[config.mk]
export PLATFORM = sky130hd
export DESIGN_NAME = trap_sequencer_flat
export DESIGN_NICKNAME = d
export VERILOG_FILES = /design/src/rtl/trap_sequencer_pkg.sv /design/src/rtl/trap_sequencer_if.sv /design/src/rtl/trap_target_calc.sv /design/src/rtl/trap_sequencer.sv /design/src/flat_wrapper.sv
export SDC_FILE = /design/constraint.sdc
export NUM_CORES = 1
export LEC_CHECK = 0
export CORE_AREA = 2 2 210 212
export CTS_BUF_LIST = sky130_fd_sc_hd__clkbuf_4 sky130_fd_sc_hd__clkbuf_8 sky130_fd_sc_hd__clkbuf_16
export DETAILED_ROUTE_END_ITERATION = 10
export DIE_AREA = 0 0 212 214
export DONT_BUFFER_PORTS = 1
export HOLD_SLACK_MARGIN = 0.1
export PLACE_DENSITY = 0.53
export SLEW_MARGIN = 20
export SYNTH_ARGS = -nofsm -noshare
export SYNTH_HDL_FRONTEND = slang
export SYNTH_SLANG_ARGS = --single-unit
[constraint.sdc]
create_clock -name CLK -period 6.7 [get_ports CLK]
set_input_delay 1.34 -clock CLK [delete_from_list [all_inputs] [get_ports CLK]]
set_output_delay 1.34 -clock CLK [all_outputs]
set_load 0.05 [all_outputs]
[src/rtl/trap_sequencer_pkg.sv]
// Shared definitions for the trap sequencer.
//   trap_state_e           : sequencer FSM states
//   ADDR_*                 : machine-mode CSR addresses touched by the sequencer
//   MSTATUS_*              : mstatus bit positions (MIE, MPIE, MPP)
//   PRIV_*                 : privilege level encodings
//   trap_entry_status()    : mstatus image written on trap entry
//   trap_return_status()   : mstatus image written on MRET
package trap_pkg;

  typedef enum logic [2:0] {
    IDLE     = 3'd0,
    W_EPC    = 3'd1,
    W_CAUSE  = 3'd2,
    W_TVAL   = 3'd3,
    W_STATUS = 3'd4,
    M_STATUS = 3'd5,
    REDIRECT = 3'd6
  } trap_state_e;

  localparam logic [11:0] ADDR_MSTATUS = 12'h300;
  localparam logic [11:0] ADDR_MTVEC   = 12'h305;
  localparam logic [11:0] ADDR_MEPC    = 12'h341;
  localparam logic [11:0] ADDR_MCAUSE  = 12'h342;
  localparam logic [11:0] ADDR_MTVAL   = 12'h343;

  localparam int MSTATUS_MIE    = 3;
  localparam int MSTATUS_MPIE   = 7;
  localparam int MSTATUS_MPP_LO = 11;
  localparam int MSTATUS_MPP_HI = 12;

  localparam logic [1:0] PRIV_U = 2'b00;
  localparam logic [1:0] PRIV_S = 2'b01;
  localparam logic [1:0] PRIV_M = 2'b11;

  // Trap entry: stash MIE into MPIE, disable interrupts, record prior privilege.
  function automatic logic [63:0] trap_entry_status(input logic [63:0] mstatus,
                                                    input logic [1:0]  priv);
    logic [63:0] m;
    m = mstatus;
    m[MSTATUS_MPIE] = mstatus[MSTATUS_MIE];
    m[MSTATUS_MIE]  = 1'b0;
    m[MSTATUS_MPP_HI:MSTATUS_MPP_LO] = priv;
    return m;
  endfunction

  // Trap return: restore MIE from MPIE, set MPIE, drop MPP to user.
  function automatic logic [63:0] trap_return_status(input logic [63:0] mstatus);
    logic [63:0] m;
    m = mstatus;
    m[MSTATUS_MIE]  = mstatus[MSTATUS_MPIE];
    m[MSTATUS_MPIE] = 1'b1;
    m[MSTATUS_MPP_HI:MSTATUS_MPP_LO] = PRIV_U;
    return m;
  endfunction

endpackage

[src/rtl/trap_sequencer_if.sv]
// Writeback/CSR/pipeline-control bundle between the core and the trap sequencer.
//   WB_*      : writeback-stage instruction info (core -> sequencer)
//   PRIVILEGE : current privilege level
//   CSR_*     : live mstatus / mtvec / mepc read values
//   TS_*      : CSR write port, pipeline stall/flush/redirect, privilege load, busy
// Modports: master = core side, slave = trap sequencer.
interface trap_sequencer_if;
  logic        WB_V;
  logic        WB_CS;
  logic        WB_MRET;
  logic [63:0] WB_CAUSE;
  logic [63:0] WB_PC;
  logic [63:0] WB_TVAL;
  logic [1:0]  PRIVILEGE;
  logic [63:0] CSR_MSTATUS;
  logic [63:0] CSR_MTVEC;
  logic [63:0] CSR_MEPC;

  logic        TS_CSR_WE;
  logic [11:0] TS_CSR_ADDR;
  logic [63:0] TS_CSR_WDATA;
  logic        TS_STALL;
  logic        TS_FLUSH;
  logic        TS_REDIRECT;
  logic [63:0] TS_TARGET;
  logic [1:0]  TS_PRIV;
  logic        TS_PRIV_WE;
  logic        TS_BUSY;

  modport master (
    output WB_V, WB_CS, WB_MRET, WB_CAUSE, WB_PC, WB_TVAL, PRIVILEGE,
           CSR_MSTATUS, CSR_MTVEC, CSR_MEPC,
    input  TS_CSR_WE, TS_CSR_ADDR, TS_CSR_WDATA, TS_STALL, TS_FLUSH,
           TS_REDIRECT, TS_TARGET, TS_PRIV, TS_PRIV_WE, TS_BUSY
  );

  modport slave (
    input  WB_V, WB_CS, WB_MRET, WB_CAUSE, WB_PC, WB_TVAL, PRIVILEGE,
           CSR_MSTATUS, CSR_MTVEC, CSR_MEPC,
    output TS_CSR_WE, TS_CSR_ADDR, TS_CSR_WDATA, TS_STALL, TS_FLUSH,
           TS_REDIRECT, TS_TARGET, TS_PRIV, TS_PRIV_WE, TS_BUSY
  );
endinterface

[src/rtl/trap_target_calc.sv]
// Trap vector computation (combinational).
//   mtvec      in  64 : latched mtvec (bits 1:0 are the mode)
//   cause_irq  in  1  : cause is an interrupt (cause bit 63)
//   cause_code in  6  : low cause bits used as the vector index
//   target     out 64 : trap handler PC
module trap_target_calc (
  input  logic [63:0] mtvec,
  input  logic        cause_irq,
  input  logic [5:0]  cause_code,
  output logic [63:0] target
);

  logic [63:0] base_s;
  logic [63:0] offset_s;

  // Vectored mode offsets only interrupts; exceptions always land on the base.
  always_comb begin
    base_s   = {mtvec[63:2], 2'b00};
    offset_s = {56'd0, cause_code, 2'b00};
    if ((mtvec[1:0] == 2'b01) && cause_irq) begin
      target = base_s + offset_s;
    end else begin
      target = base_s;
    end
  end

endmodule

[src/rtl/trap_sequencer.sv]
// Trap / MRET sequencer: on a trap it writes mepc, mcause, (mtval,) mstatus one
// per cycle and then redirects the pipeline to the trap vector in M-mode; on
// MRET it rewrites mstatus and redirects to mepc at the saved privilege.
//   CLK   in : rising-edge clock
//   RESET in : synchronous active-high reset (aborts any sequence)
//   bus      : trap_sequencer_if.slave (writeback inputs, CSR port, pipeline control)
// Build option: define TRAP_MTVAL_EN to include the mtval (0x343) write state.
module trap_sequencer
  import trap_pkg::*;
(
  input  logic             CLK,
  input  logic             RESET,
  trap_sequencer_if.slave  bus
);

  trap_state_e state_r;
  trap_state_e next_state_s;

  logic [63:0] cause_r;
  logic [61:0] pc_r;
`ifdef TRAP_MTVAL_EN
  logic [63:0] tval_r;
`endif
  logic [1:0]  priv_r;
  logic [63:0] mstatus_r;
  logic [63:0] mtvec_r;
  logic [61:0] mepc_r;
  logic        is_mret_r;

  logic        idle_s;
  logic        trap_accept_s;
  logic        mret_accept_s;
  logic [63:0] trap_target_s;

  logic        csr_we_s;
  logic [11:0] csr_addr_s;
  logic [63:0] csr_wdata_s;
  logic        redirect_s;
  logic [63:0] target_s;
  logic [1:0]  priv_s;

  // A simultaneous trap and MRET resolves to the trap.
  assign idle_s        = (state_r == IDLE);
  assign trap_accept_s = idle_s & bus.WB_V & bus.WB_CS;
  assign mret_accept_s = idle_s & bus.WB_V & bus.WB_MRET & ~bus.WB_CS;

  trap_target_calc u_target_calc (
    .mtvec      (mtvec_r),
    .cause_irq  (cause_r[63]),
    .cause_code (cause_r[5:0]),
    .target     (trap_target_s)
  );

  // State register.
  always_ff @(posedge CLK) begin
    if (RESET) begin
      state_r <= IDLE;
    end else begin
      state_r <= next_state_s;
    end
  end

  // Snapshot of the request context, taken only on acceptance from IDLE.
  always_ff @(posedge CLK) begin
    if (RESET) begin
      cause_r   <= 64'd0;
      pc_r      <= 62'd0;
`ifdef TRAP_MTVAL_EN
      tval_r    <= 64'd0;
`endif
      priv_r    <= 2'b00;
      mstatus_r <= 64'd0;
      mtvec_r   <= 64'd0;
      mepc_r    <= 62'd0;
      is_mret_r <= 1'b0;
    end else if (trap_accept_s) begin
      cause_r   <= bus.WB_CAUSE;
      pc_r      <= bus.WB_PC[63:2];
`ifdef TRAP_MTVAL_EN
      tval_r    <= bus.WB_TVAL;
`endif
      priv_r    <= bus.PRIVILEGE;
      mstatus_r <= bus.CSR_MSTATUS;
      mtvec_r   <= bus.CSR_MTVEC;
      is_mret_r <= 1'b0;
    end else if (mret_accept_s) begin
      mstatus_r <= bus.CSR_MSTATUS;
      mepc_r    <= bus.CSR_MEPC[63:2];
      is_mret_r <= 1'b1;
    end
  end

  // Next-state and state-decoded outputs; only IDLE looks at the inputs.
  always_comb begin
    next_state_s = state_r;
    csr_we_s     = 1'b0;
    csr_addr_s   = 12'h000;
    csr_wdata_s  = 64'd0;
    redirect_s   = 1'b0;
    target_s     = 64'd0;
    priv_s       = 2'b00;
    case (state_r)
      IDLE: begin
        if (trap_accept_s) begin
          next_state_s = W_EPC;
        end else if (mret_accept_s) begin
          next_state_s = M_STATUS;
        end else begin
          next_state_s = IDLE;
        end
      end
      W_EPC: begin
        csr_we_s     = 1'b1;
        csr_addr_s   = ADDR_MEPC;
        csr_wdata_s  = {pc_r, 2'b00};
        next_state_s = W_CAUSE;
      end
      W_CAUSE: begin
        csr_we_s     = 1'b1;
        csr_addr_s   = ADDR_MCAUSE;
        csr_wdata_s  = cause_r;
`ifdef TRAP_MTVAL_EN
        next_state_s = W_TVAL;
`else
        next_state_s = W_STATUS;
`endif
      end
      W_TVAL: begin
`ifdef TRAP_MTVAL_EN
        csr_we_s     = 1'b1;
        csr_addr_s   = ADDR_MTVAL;
        csr_wdata_s  = tval_r;
        next_state_s = W_STATUS;
`else
        // Unreachable without mtval support; recover quietly.
        next_state_s = IDLE;
`endif
      end
      W_STATUS: begin
        csr_we_s     = 1'b1;
        csr_addr_s   = ADDR_MSTATUS;
        csr_wdata_s  = trap_entry_status(mstatus_r, priv_r);
        next_state_s = REDIRECT;
      end
      M_STATUS: begin
        csr_we_s     = 1'b1;
        csr_addr_s   = ADDR_MSTATUS;
        csr_wdata_s  = trap_return_status(mstatus_r);
        next_state_s = REDIRECT;
      end
      REDIRECT: begin
        redirect_s = 1'b1;
        if (is_mret_r) begin
          target_s = {mepc_r, 2'b00};
          priv_s   = mstatus_r[MSTATUS_MPP_HI:MSTATUS_MPP_LO];
        end else begin
          target_s = trap_target_s;
          priv_s   = PRIV_M;
        end
        next_state_s = IDLE;
      end
      default: begin
        next_state_s = IDLE;
      end
    endcase
  end

  assign bus.TS_CSR_WE    = csr_we_s;
  assign bus.TS_CSR_ADDR  = csr_addr_s;
  assign bus.TS_CSR_WDATA = csr_wdata_s;
  assign bus.TS_REDIRECT  = redirect_s;
  assign bus.TS_FLUSH     = redirect_s;
  assign bus.TS_PRIV_WE   = redirect_s;
  assign bus.TS_PRIV      = priv_s;
  assign bus.TS_TARGET    = target_s;
  assign bus.TS_BUSY      = ~idle_s;
  // Stall must assert in the very cycle a request shows up, before it is latched.
  assign bus.TS_STALL     = ~idle_s | (idle_s & bus.WB_V & (bus.WB_CS | bus.WB_MRET));

endmodule
[src/flat_wrapper.sv]
// flat-port wrapper written by rule: the top's interface ports become plain ports
module trap_sequencer_flat import trap_pkg::*;
  (CLK, RESET, bus_WB_V, bus_WB_CS, bus_WB_MRET, bus_WB_CAUSE, bus_WB_PC, bus_WB_TVAL, bus_PRIVILEGE, bus_CSR_MSTATUS, bus_CSR_MTVEC, bus_CSR_MEPC, bus_TS_CSR_WE, bus_TS_CSR_ADDR, bus_TS_CSR_WDATA, bus_TS_STALL, bus_TS_FLUSH, bus_TS_REDIRECT, bus_TS_TARGET, bus_TS_PRIV, bus_TS_PRIV_WE, bus_TS_BUSY);
  trap_sequencer_if bus_i ();
  input  logic CLK;
  input  logic RESET;
  input wire logic [$bits(bus_i.WB_V)-1:0] bus_WB_V;
  input wire logic [$bits(bus_i.WB_CS)-1:0] bus_WB_CS;
  input wire logic [$bits(bus_i.WB_MRET)-1:0] bus_WB_MRET;
  input wire logic [$bits(bus_i.WB_CAUSE)-1:0] bus_WB_CAUSE;
  input wire logic [$bits(bus_i.WB_PC)-1:0] bus_WB_PC;
  input wire logic [$bits(bus_i.WB_TVAL)-1:0] bus_WB_TVAL;
  input wire logic [$bits(bus_i.PRIVILEGE)-1:0] bus_PRIVILEGE;
  input wire logic [$bits(bus_i.CSR_MSTATUS)-1:0] bus_CSR_MSTATUS;
  input wire logic [$bits(bus_i.CSR_MTVEC)-1:0] bus_CSR_MTVEC;
  input wire logic [$bits(bus_i.CSR_MEPC)-1:0] bus_CSR_MEPC;
  output wire logic [$bits(bus_i.TS_CSR_WE)-1:0] bus_TS_CSR_WE;
  output wire logic [$bits(bus_i.TS_CSR_ADDR)-1:0] bus_TS_CSR_ADDR;
  output wire logic [$bits(bus_i.TS_CSR_WDATA)-1:0] bus_TS_CSR_WDATA;
  output wire logic [$bits(bus_i.TS_STALL)-1:0] bus_TS_STALL;
  output wire logic [$bits(bus_i.TS_FLUSH)-1:0] bus_TS_FLUSH;
  output wire logic [$bits(bus_i.TS_REDIRECT)-1:0] bus_TS_REDIRECT;
  output wire logic [$bits(bus_i.TS_TARGET)-1:0] bus_TS_TARGET;
  output wire logic [$bits(bus_i.TS_PRIV)-1:0] bus_TS_PRIV;
  output wire logic [$bits(bus_i.TS_PRIV_WE)-1:0] bus_TS_PRIV_WE;
  output wire logic [$bits(bus_i.TS_BUSY)-1:0] bus_TS_BUSY;
  assign bus_i.WB_V = bus_WB_V;
  assign bus_i.WB_CS = bus_WB_CS;
  assign bus_i.WB_MRET = bus_WB_MRET;
  assign bus_i.WB_CAUSE = bus_WB_CAUSE;
  assign bus_i.WB_PC = bus_WB_PC;
  assign bus_i.WB_TVAL = bus_WB_TVAL;
  assign bus_i.PRIVILEGE = bus_PRIVILEGE;
  assign bus_i.CSR_MSTATUS = bus_CSR_MSTATUS;
  assign bus_i.CSR_MTVEC = bus_CSR_MTVEC;
  assign bus_i.CSR_MEPC = bus_CSR_MEPC;
  assign bus_TS_CSR_WE = bus_i.TS_CSR_WE;
  assign bus_TS_CSR_ADDR = bus_i.TS_CSR_ADDR;
  assign bus_TS_CSR_WDATA = bus_i.TS_CSR_WDATA;
  assign bus_TS_STALL = bus_i.TS_STALL;
  assign bus_TS_FLUSH = bus_i.TS_FLUSH;
  assign bus_TS_REDIRECT = bus_i.TS_REDIRECT;
  assign bus_TS_TARGET = bus_i.TS_TARGET;
  assign bus_TS_PRIV = bus_i.TS_PRIV;
  assign bus_TS_PRIV_WE = bus_i.TS_PRIV_WE;
  assign bus_TS_BUSY = bus_i.TS_BUSY;
  trap_sequencer u_core (.CLK(CLK), .RESET(RESET), .bus(bus_i));
endmodule
Yosys cells after proc, flatten, opt, wreduce, memory -nomap -nowiden
Index checks and enable logic that the tools add are counted.
W data, S select, Z words.
Storage, ports and cells
  register bits: 322
  bits of input ports: 391
  output and inout port bits: 148
  logic and storage cells: 46
Cells by class
  add/sub/neg operators: 1
  eq/ne operators: 6
  multiplexer cells: 14
  bitwise operators: 10
  reduce and logical (&&, ||, !) cells: 7
Operators with widths (count)
  $mux W64: 5
  $pmux W64 S4: 1
  $add A64 B8 Y64: 1
  $pmux W10 S3: 1
  $pmux W3 S4: 1
  $eq A3 B3 Y1 const B: 3
  $mux W3: 2
  $and A1 B1 Y1: 5
  $mux W2: 2
  $reduce_or A2 Y1: 2
  $reduce_or A4 Y1: 1
  $eq A3 B1 Y1 const B: 1
  $eq A3 B2 Y1 const B: 1
  $logic_not A3 Y1: 1
  $not A1 Y1: 3
  $eq A2 B1 Y1 const B: 1
  $mux W1: 2
  $or A1 B1 Y1: 2
  $reduce_and A2 Y1: 1
  $reduce_bool A2 Y1: 1
  $logic_and A1 B1 Y1: 1

Logic depth before layout (Yosys ltp)
  depth after elaboration: 7
  mapped depth: 10
  depth with buffers taken out: 9

Cells and area by module
A second synthesis with hierarchy kept.
Second synthesis, totals
  cells, all modules: 2076
  area, all modules: 16872.4 um^2
Modules (own cells, without submodules)
  trap_sequencer: instances 1, cells an instance 1826, area an instance 15252.1 um^2, seq. area each 6446.2 um^2
  trap_target_calc: instances 1, cells an instance 250, area an instance 1620.3 um^2, seq. area each 0.0 um^2

Least setup slack after synthesis
No wires, ideal clock.
  path kind: register to output
  start: register u_core.mtvec_r[6]
  end: output bus_TS_TARGET[47]
  arrival: 3.402 ns
  data required time: 5.360 ns
  setup slack: 1.958 ns
  stages on the path, launching flop included: 9
  path buffers: 1
  cell sequence: dfxtp_1 ha_1 o211ai_1 o211a_2 or4_1 or3_1 buf_2 or4b_1 a31oi_1
Between the ends
  word-level cells in the longest chain between the ends: 4
Ends and longest elaborated chain
  start: declaration: line trap_sequencer.sv:26  | logic [63:0] mtvec_r;
  start signal: assignment: line trap_sequencer.sv:84  | mtvec_r <= bus.CSR_MTVEC;
  $add A64 B8 Y64: line trap_target_calc.sv:21  | target = base_s + offset_s;
  $mux W64: line trap_target_calc.sv:20  | if ((mtvec[1:0] == 2'b01) && cause_irq) begin
  $mux W64: line trap_sequencer.sv:153  | if (is_mret_r) begin
  $mux W64: line trap_sequencer.sv:102  | case (state_r)
  end: declaration: line flat_wrapper.sv:23  | output wire logic [$bits(bus_i.TS_TARGET)-1:0] bus_TS_TARGET;
Every way passes these cells.

Worst setup path after layout
  start: register u_core.cause_r[3]
  end: output bus_TS_TARGET[33]
Between the ends
  word-level cells in the longest chain between the ends: 4
Ends and longest elaborated chain
  start: declaration: line trap_sequencer.sv:19  | logic [63:0] cause_r;
  start signal: assignment: line trap_sequencer.sv:77  | cause_r <= bus.WB_CAUSE;
  $add A64 B8 Y64: line trap_target_calc.sv:21
  $mux W64: line trap_target_calc.sv:20
  $mux W64: line trap_sequencer.sv:153
  $mux W64: line trap_sequencer.sv:102
Every way passes these cells.

==> results.py <==
metrics = {
    "timing": {
        "fin_ws_ps": 1020,
        "tns_ps": 0,
        "worstMarginPinSlew_ps": 1300,
        "rsz0062_at_grt": "false",
        "fin_crit_sh": 0.847,
        "fmax_mhz": 176,
        "finalHoldViolations": 0,
        "skew_ps": 19.9,
        "min_period_ps": 5680,
        "timing.slew.headroom": 0.132,
        "finalSetupViolCount": 0,
        "finalMaxSlewViolations": 0,
    },
    "synth": {
        "avgSynthCellArea_sq_um": 7.14,
        "synth_flop_cell": "dfxtp_1",
        "yosys-top-cells-count": "725 x nand2_1, 366 x a21oi_1, 322 x dfxtp_1",
        "synth_most_common_cell": "nand2_1",
        "synthArstFlopShare": 0,
        "ys_seq_area_frac": 0.441,
        "synthCells": 2045,
        "yosys.area.top_type": "dfxtp_1",
        "yosys_warnings": 0,
        "netlist_area_sq_um": 14600,
        "synth_top_area_frac": 0.441,
        "synth_seq_cells": 322,
        "synth_edf_count": 0,
        "synth_top_cells_by_area": "dfxtp_1 44%, nand2_1 19%, a21oi_1 13%, o21ai_0 4.4%, clkbuf_1 4.2%",
        "synth_cell_types": 51,
    },
    "clock_tree": {
        "cts_max_path_buffers": 3,
        "clock-sinks": 322,
        "clk_pin_slew_ps": 60,
        "ctsHoldBuffers": 0,
        "cts_tree": "built",
        "ctsHtreeMaxLevel": 2,
        "numCtsBuffers": 39,
        "cts_setup_buffers": 0,
        "clock_latency_ps": 550,
        "ctsResizeCount": 0,
        "cts.root.buffer_cell": "clkbuf_16",
    },
    "grt": {
        "grt_util_all_layers": 0.224,
        "grt_max_degree": 323,
        "grt_pass1_wl_um": 78900,
        "antenna_found_initial": 9,
        "grt_overflow": 0,
        "grt_pass1_vias": 13000,
    },
    "place": {
        "dpl.hpwl_um": 35700,
        "place_ws_ps": 1600,
        "place_congestion": 0.856,
        "portBuffers": 0,
    },
    "setup_path": {
        "required_ps": 5360,
        "worstPathCellList": "ha_1 > o211ai_1 > o211a_2 > or4_1 > or3_1 > xor2_1 > a21oi_1",
        "cp_num_buf_inv": 0,
        "cp-end-kind": "output port",
        "critPathMaxStageDelay_ps": 850,
        "cpMaxStageDelayCell": "a21oi_1",
        "cp-start-kind": "register",
        "critPathKind": "register to output port",
        "critical_path.max_fanout": 19,
        "cp_top_family": "simple AND/OR/NAND/NOR gates",
        "arrival_ps": 4340,
    },
    "detailed_routing": {
        "drc_errors": 0,
        "drt_wl_total_um": 53300,
        "ant_nets": 0,
        "drtIter0Drc": 918,
        "via_per_inst": 5.41,
        "via_count": 13900,
        "wire_per_inst_um": 20.7,
        "first_pass_iters": 5,
    },
    "power_and_ir_drop": {
        "power_frac_clock": 0.420,
        "seq_power_share": 0.427,
        "pwr-share-comb": 0.153,
        "switching_share": 0.306,
        "switchingPower_mw": 1.55,
        "power.internal_mw": 3.51,
        "p_leak_nw": 5.22,
        "peakVddDrop_uv": 186,
        "power.density_nw_per_um2": 309,
    },
    "floorplanning": {
        "io_pins": 539,
        "die_w_um": 212,
        "initial_utilization": 0.341,
        "die_h_um": 214,
        "dieArea_sq_um": 45400,
        "design.core.area_sq_um": 42900,
        "core.rowCount": 76,
    },
    "layout": {
        "drive_above_1_share": 0.0680,
        "seq_area_sq_um": 6450,
        "n_fill_cell": 4611,
        "multi_input_area_sq_um": 7510,
        "syn_to_final_growth_pct": 12.2,
        "nNetsFinal": 2358,
    },
    "job": {
        "max-cap-violations": 0,
    },
    "run_status": {
        "status": "finished, final reports clean",
    },
    "hold_path": {
        "hold_path.class": "register to register",
    },
}
power by group through the flow:
stage                     Combinational (mW)  Clock, mW  Sequential (mW)
after floorplan                        0.613          0             2.16
after global placement                 0.769          0             2.20
after detailed placement               0.782          0             2.20
after CTS                              0.783       2.18             2.16
after global routing                   0.843       2.25             2.18
final                                  0.773       2.13             2.16
sequential cells by signal, indices dropped and copies added (netlist names):
signal,count
u_core.is_mret_r,1
u_core.cause_r,64
u_core.mstatus_r,64
u_core.priv_r,2
u_core.state_r,3
u_core.mepc_r,62
u_core.mtvec_r,64
u_core.pc_r,62
path summary, 6_finish.rpt:
| kind | from | endpoint | slack, ps | cells after the start |
|---|---|---|---|---|
| setup / recovery | u_core.cause_r[3] | bus_TS_TARGET[33] | 1020 | 7 |
| setup reg to reg | u_core.state_r[1] | u_core.pc_r[22] | 3810 | 6 |
| hold / removal | u_core.mepc_r[58] | u_core.mepc_r[58] | 450 | 2 |
| hold reg to reg | u_core.mepc_r[58] | u_core.mepc_r[58] | 450 | 2 |
metrics by stage:
step | power (mW) | utilization | cell area (sq um) | std cells | hold WS [ps]
after floorplan | 2.77 | - | 14600 | 2053 | 433
after global placement | 2.96 | 0.352 | 15100 | 2504 | 439
after detailed placement | 2.98 | 0.352 | 15100 | 2504 | 443
after CTS | 5.12 | 0.382 | 16400 | 2569 | 451
after global routing | 5.27 | 0.382 | 16400 | 2572 | 467
final | 5.06 | 0.382 | 16400 | 2574 | 449
logic make-up (layout without fill, tap and decap cells):
family,count (synthesis),in the layout,share of synthesized area
and+or+nand+nor,875,875,0.248
AOI/OAI and AO/OA,598,598,0.223
xor gates and xnor gates,44,44,0.0264
muxes,2,2,0.00137
adders and majority gates,7,7,0.00651
buffers and inverters,196,127,0.0538
DFF,322,322,0.441
other,1,14,0.000257
worst register-to-register path, delay by kind of cell, from the launching register on:
family | cells | cell delay [ps]
flops | 1 | 780
buf+inv | 2 | 1040
simple gates | 3 | 790
compound gates | 1 | 190
cell usage in the layout (no fill, tap or decap), types with 3 or more instances in the layout:
| cell | n |
|---|---|
| a211oi_1 | 3 |
| a211oi_2 | 4 |
| a21oi_1 | 365 |
| a22oi_1 | 61 |
| a31oi_1 | 15 |
| and2_1 | 5 |
| and3_1 | 7 |
| and4_1 | 9 |
| buf_4 | 43 |
| clkbuf_16 | 40 |
| clkbuf_4 | 9 |
| clkbuf_8 | 6 |
| clkinv_2 | 5 |
| conb_1 | 9 |
| dfxtp_1 | 321 |
| diode_2 | 5 |
| ha_1 | 6 |
| inv_1 | 16 |
| nand2_1 | 725 |
| nand3_1 | 22 |
| nand4_1 | 20 |
| nor2_1 | 23 |
| nor2b_4 | 3 |
| nor3_1 | 13 |
| nor3b_2 | 3 |
| nor4_1 | 8 |
| o21a_1 | 4 |
| o21ai_0 | 66 |
| o21ai_1 | 60 |
| o31ai_1 | 5 |
| or3_1 | 11 |
| or4_1 | 10 |
| xnor2_1 | 24 |
| xor2_1 | 19 |
final cells by class:
cell class                 instances  area share
antenna                            5    0.000763
clock buffer                      55      0.0702
clock inverter                    10     0.00756
inverter                          18     0.00427
multi-input combinational       1535       0.458
sequential                       322       0.393
tap                              585      0.0447
timing repair buffer              44      0.0209
routing by layer:
metal | wire length [um] | part of all wire | GRT usage | up-vias
met5 | 55 | 0.0010 | 0 | -
met1 | 21800 | 0.41 | 0.271 | 6607
li1 | - | - | - | 6717
met3 | 4690 | 0.088 | 0.0701 | 94
met2 | 25100 | 0.47 | 0.372 | 491
met4 | 1600 | 0.030 | 0.0826 | 8
Power figures use the tool's default switching activity.
